## config.mk

```make
export PLATFORM = sky130hd
export DESIGN_NAME = alu_op_decoder
export DESIGN_NICKNAME = d
export VERILOG_FILES = /design/src/rtl/alu_op_decoder.sv
export SDC_FILE = /design/constraint.sdc
export NUM_CORES = 1
export LEC_CHECK = 0
export CAP_MARGIN = 20
export CORE_MARGIN = 1
export CORE_UTILIZATION = 35
export DETAILED_ROUTE_END_ITERATION = 6
export PLACE_DENSITY = 0.74
export SYNTH_ARGS = -nofsm -noshare
export SYNTH_HDL_FRONTEND = slang
export SYNTH_SLANG_ARGS = --single-unit
export TNS_END_PERCENT = 20
```

## constraint.sdc

```tcl
create_clock -name clk -period 2.6 [get_ports clk]
set_clock_uncertainty 0.15 [all_clocks]
set_input_delay 0.52 -clock clk [delete_from_list [all_inputs] [get_ports clk]]
set_output_delay 0.52 -clock clk [all_outputs]
set_load 0.01 [all_outputs]
```

## src/rtl/alu_op_decoder.sv

```systemverilog
// ALU operation decoder with a two-entry main/skid output buffer.
// Define ALU_DEC_ILLEGAL_DROP_EN to drop illegal entries and pulse illegal instead.
module alu_op_decoder (
   input  logic       clk,
   input  logic       reset,
   input  logic       in_valid,
   output logic       in_ready,
   input  logic [6:0] opcode,
   input  logic [2:0] funct3,
   input  logic       funct7_5,
   output logic       out_valid,
   input  logic       out_ready,
   output logic [3:0] alu_op,
   output logic       alu_src_imm,
   output logic       illegal
);

   typedef struct packed {
      logic [3:0] op;
      logic       imm;
      logic       ill;
   } ent_t;

   localparam logic [3:0] OP_AND = 4'b0000;
   localparam logic [3:0] OP_OR  = 4'b0001;
   localparam logic [3:0] OP_ADD = 4'b0010;
   localparam logic [3:0] OP_SUB = 4'b0110;
   localparam logic [3:0] OP_SLT = 4'b0111;
   localparam logic [3:0] OP_XOR = 4'b1100;
   localparam logic [3:0] OP_SLL = 4'b1101;
   localparam logic [3:0] OP_SRL = 4'b1110;
   localparam logic [3:0] OP_SRA = 4'b1000;

   logic is_r, is_i, is_mem, is_br;
   logic [3:0] alu_f;
   ent_t dec, main_q, skid_q;
   logic main_v, skid_v;
   logic acc, pop, enq;

   assign is_r   = opcode == 7'b0110011;
   assign is_i   = opcode == 7'b0010011;
   assign is_mem = (opcode == 7'b0000011) || (opcode == 7'b0100011);
   assign is_br  = opcode == 7'b1100011;

   always_comb begin
      alu_f = OP_ADD;
      case (funct3)
         3'b000:  alu_f = (is_r && funct7_5) ? OP_SUB : OP_ADD;
         3'b001:  alu_f = OP_SLL;
         3'b010:  alu_f = OP_SLT;
         3'b100:  alu_f = OP_XOR;
         3'b101:  alu_f = funct7_5 ? OP_SRA : OP_SRL;
         3'b110:  alu_f = OP_OR;
         3'b111:  alu_f = OP_AND;
         default: alu_f = OP_ADD;
      endcase
   end

   always_comb begin
      dec = '0;
      unique case (1'b1)
         is_r: begin
            dec.op  = alu_f;
            dec.ill = funct3 == 3'b011;
         end
         is_i: begin
            dec.op  = alu_f;
            dec.imm = 1'b1;
            dec.ill = funct3 == 3'b011;
         end
         is_mem: begin
            dec.op  = OP_ADD;
            dec.imm = 1'b1;
         end
         is_br: dec.op = OP_SUB;
         default: dec.ill = 1'b1;
      endcase
      // illegal entries carry a canonical zero payload
      if (dec.ill) begin
         dec.op  = OP_AND;
         dec.imm = 1'b0;
      end
   end

   assign in_ready    = !skid_v;
   assign out_valid   = main_v;
   assign alu_op      = main_q.op;
   assign alu_src_imm = main_q.imm;
   assign acc         = in_valid && in_ready;
   assign pop         = main_v && out_ready;

`ifdef ALU_DEC_ILLEGAL_DROP_EN
   logic ill_pulse;

   assign enq     = acc && !dec.ill;
   assign illegal = ill_pulse;

   always_ff @(posedge clk) begin
      if (reset) ill_pulse <= 1'b0;
      else       ill_pulse <= acc && dec.ill;
   end
`else
   assign enq     = acc;
   assign illegal = main_q.ill;
`endif

   always_ff @(posedge clk) begin
      if (reset) begin
         main_v <= 1'b0;
         skid_v <= 1'b0;
         main_q <= '0;
         skid_q <= '0;
      end else if (pop || !main_v) begin
         // skid full implies in_ready low, so no new entry competes here
         if (skid_v) begin
            main_q <= skid_q;
            skid_v <= 1'b0;
         end else if (enq) begin
            main_q <= dec;
            main_v <= 1'b1;
         end else begin
            main_v <= 1'b0;
         end
      end else if (enq) begin
         skid_q <= dec;
         skid_v <= 1'b1;
      end
   end

endmodule

```

# [Word-level counts from Yosys, hierarchy flattened]
# Cells that the tools add are included.
[word_totals] reg_bits=14 in_bits=15 output_inout_bits=8 wordCells=48
[classes] eq_ne=12 n_mux=10 n_bitwise=2 reduce_logical=16
[op_table] cell="$pmux 4 s7" n=1
[op_table] cell="$eq 7x6->1 const B" n=2
[op_table] cell="$eq 3x3->1 const B" n=4
[op_table] cell="$mux 6" n=2
[op_table] cell="$pmux 4 s3" n=1
[op_table] cell="$reduce_or 2->1" n=4
[op_table] cell="$eq 7x2->1 const B" n=1
[op_table] cell="$eq 7x5->1 const B" n=1
[op_table] cell="$eq 7x7->1 const B" n=1
[op_table] cell="$eq 3x2->1 const B" n=2
[op_table] cell="$mux 3" n=2
[op_table] cell="$reduce_and 2->1" n=3
[op_table] cell="$mux 5" n=1
[op_table] cell="$eq 3x1->1 const B" n=1
[op_table] cell="$logic_and 1x1->1" n=3
[op_table] cell="$logic_not 3->1" n=1
[op_table] cell="$logic_not 1->1" n=2
[op_table] cell="$logic_or 1x1->1" n=2
[op_table] cell="$mux 1" n=2
[op_table] cell="$not 1->1" n=2
[op_table] cell="$pmux 1 s2" n=1
[op_table] cell="$reduce_bool 2->1" n=1

# [Logic depth before layout (Yosys ltp)]
[logic_depth] word_depth=8 depth_mapped=5 ltp_nobuf=4

# [Worst setup path after synthesis]
# No wires, ideal clock.
[synth_timing] path_kind="input-to-reg" start="input port out_ready" end="register skid_q[5] (netlist bit)" setup_ns=0.070 arrival_ns=1.610 slack_ns=0.771 cell_stages=5 n_path_buf=1 path_cell_list="nand2b_4 or2_1 clkbuf_2 or4_1 a21oi_1"
[synth_via] elab_chain_cells=4
[synth_lines] element="start: declaration" line="12" source="input logic out_ready,"
[synth_lines] element="$logic_and 1x1->1" line="90" source="assign pop = main_v && out_ready;"
[synth_lines] element="$logic_or 1x1->1" line="113" source="end else if (pop || !main_v) begin"
[synth_lines] element="$not 1->1 (no source line)"
[synth_lines] element="$reduce_and 2->1 (no source line)"
[synth_lines] element="end signal: assignment" line="112" source="skid_q <= '0;"
[synth_lines] element="end signal: assignment" line="125" source="skid_q <= dec;"
[synth_lines] element="end: declaration" line="36" source="ent_t dec, main_q, skid_q;"
# No other way between the ends.
# A chain may end at the register's enable or synchronous reset.

# [Final worst setup path]
[layout_timing] start="register skid_v" end="output port in_ready"
[layout_via] elab_chain_cells=1
[layout_lines] element="start: declaration" line="37" source="logic main_v, skid_v;"
[layout_lines] element="start signal: assignment" line="110" source="skid_v <= 1'b0;"
[layout_lines] element="start signal: assignment" line="117" source="skid_v <= 1'b0;"
[layout_lines] element="start signal: assignment" line="126" source="skid_v <= 1'b1;"
[layout_lines] element="$logic_not 1->1" line="85" source="assign in_ready = !skid_v;"
[layout_lines] element="end: declaration" line="7" source="output logic in_ready,"
# No other way between the ends.

==> results.cfg <==
[run_status]
outcome = completed

[placement]
gp_congestion = 0.769
port_buffers = 22
dp_hpwl_um = 1300
post-place-ws_ns = 0.264

[cts]
h-tree-depth = 1
postCtsSetupBuffers = 0
cts_tree = yes
cts_resized = 0
postCtsHoldBufs = 0
clk_path_buf_depth = 2
clk_pin_slew_ns = 0.08
numClockSinks = 14
numCtsBuffers = 3
clk_latency_ns = 0.27
cts_root_buffer = clkbuf_4

[global_route]
antenna_found_initial = 0
grt_pass1_vias = 569
grt_pass1_wl_um = 2480
track_usage_pct = 15.3
gr-total-overflow = 0
grt_max_degree = 15

[power]
switching_share_pct = 24.1
internal_power_mw = 0.358
power_frac_comb_pct = 19.4
p_sw_mw = 0.114
p_total_mw = 0.471
p_clk_share_pct = 32.0
ir_worst_vdd_uv = 190
powerDensity_nw_per_um2 = 463
leakagePower_nw = 0.362
pwr-share-seq_pct = 48.6

[flow_run]
cap_violations = 0

[drt]
drc = 0
wl_um = 1640
via_per_inst = 5.28
drtPass1Iterations = 4
first_iter_violations = 10
vias = 760
ant_nets = 0
routedWlPerCell_um = 11.4

[logic_synthesis]
netlist_instances = 94
yosysWarnings = 0
avgSynthCellArea_sq_um = 7.96
synth_cell_type_count = 29
synth_ff_type = dfxtp_1
syn-num-nets = 109
mappedNetlistArea_sq_um = 748
synth_seq_cells = 14
synth.area.top_cells = dfxtp_1 37%, a21oi_1 8.0%, a211oi_1 6.0%
synth-edff-count = 0
seq_area_frac_synth_pct = 37.5
yosysTopAreaCell = dfxtp_1
yosysTopAreaCellShare_pct = 37.5
ys_async_sr_fraction_pct = 0

[worst_hold_path]
hold_path.class = flip-flop to flip-flop

[cells_and_area]
layout_common_cells = 22 x clkdlybuf4s50_1, 14 x dfxtp_1, 12 x a21oi_1
drive_gt1_share_pct = 4.27
nNetsFinal = 133
final_common_cell = clkdlybuf4s50_1
synthToLayoutAreaGrowth_pct = 36.1
diodes = 0

[setup_path]
end_kind = output port
arrival_ns = 1.54
max_stage_delay_ns = 0.53
critical_path_class = flip-flop to output port
cp_slowest_cell = dfxtp_1
crit_fanout = 11
cp-start-kind = flip-flop
path_cells = inv_1 > clkdlybuf4s50_1
cp.required_ns = 1.93

[die]
start_util_pct = 37.8
die_area_sq_um = 2330
ios = 23
die_w_um = 48.2
core_area_sq_um = 1980
die_h_um = 48.2
rows = 16

[timing]
worst_pin_slew_ns = 0.578
report.final.slew_viol_count = 0
hold_ws_ns = 0.308
min_period_over_period_pct = 84.8
slew_headroom_pct = 61.2
min_period_ns = 2.21
final-setup-viol-count = 0
worst_slack_ns = 0.395
clock.fmax_mhz = 453
setup_tns_ns = 0
hold_violations = 0
rsz0062_at_grt = no
## worst max-delay path: cells and delay by family, from the launching register on
family                 cells  cell delay, ns
buffers and inverters      2            0.73
DFF                        1            0.53
## kinds of logic after synthesis
logic type      after synthesis  synth area share, %
flops                        14                 37.5
buf+inv                       7                 4.68
simple gates                 41                 29.9
compound gates               32                 27.9
## sequential cells by signal, summed over array words and instances, names as in the netlist
signal	count
skid_q	6
alu_op	4
alu_src_imm	1
illegal	1
out_valid	1
skid_v	1
## per-layer routing
metal	GRT usage, %	vias up	wire length, um
li1	-	391	-
met4	7.22	0	21
met2	22.4	25	751
met5	0	-	0
met1	21.3	342	766
met3	3.33	2	96
## layout make-up
cell class                 instances  area [sq um]
fill                             184           963
multi-input combinational         73           433
sequential                        14           280
timing repair buffer              22           220
clock buffer                       4          36.3
tap                               27          33.8
inverter                           4          15.0
## stage by stage
step,utilization [%],cell area [sq um],instances
after floorplan,-,748,94
after global placement,49.6,982,140
after detailed placement,49.6,982,140
after CTS,51.4,1020,144
after global routing,51.4,1020,144
final,51.4,1020,144
## synth_stat cells, types with 2 or more instances
cell and n:
dfxtp_1 14, a21oi_1 12, nor2_1 11, nand2_1 8
a211oi_1 6, o211ai_1 6, nor3_1 5, inv_1 4
nand2b_1 3, nand3_1 2, nand4bb_1 2, nor4_1 2
o21ai_1 2, or2_1 2
## power by group through the flow
stage / Combinational, mW / Sequential (mW) / Clock (mW)
2_1_floorplan: 0.0394 / 0.237 / 0
4_1_cts: 0.0917 / 0.229 / 0.155
3_5_place_dp: 0.0914 / 0.234 / 0
5_1_grt: 0.101 / 0.231 / 0.164
3_3_place_gp: 0.0902 / 0.234 / 0
6_report: 0.0914 / 0.229 / 0.151
## final timing paths
| path | startpoint | to | slack (ns) | cells past startpoint |
|---|---|---|---|---|
| hold / removal | skid_q[4]$_SDFFE_PP0P_ | skid_q[4]$_SDFFE_PP0P_ | 0.31 | 2 |
| setup / recovery | skid_v$_SDFFE_PP0P_ | in_ready | 0.39 | 2 |
| setup reg to reg | skid_v$_SDFFE_PP0P_ | skid_q[5]$_SDFFE_PP0P_ | 0.77 | 4 |
| hold reg to reg | skid_q[4]$_SDFFE_PP0P_ | skid_q[4]$_SDFFE_PP0P_ | 0.31 | 2 |
Note: power is estimated with default switching activity, not from simulation.
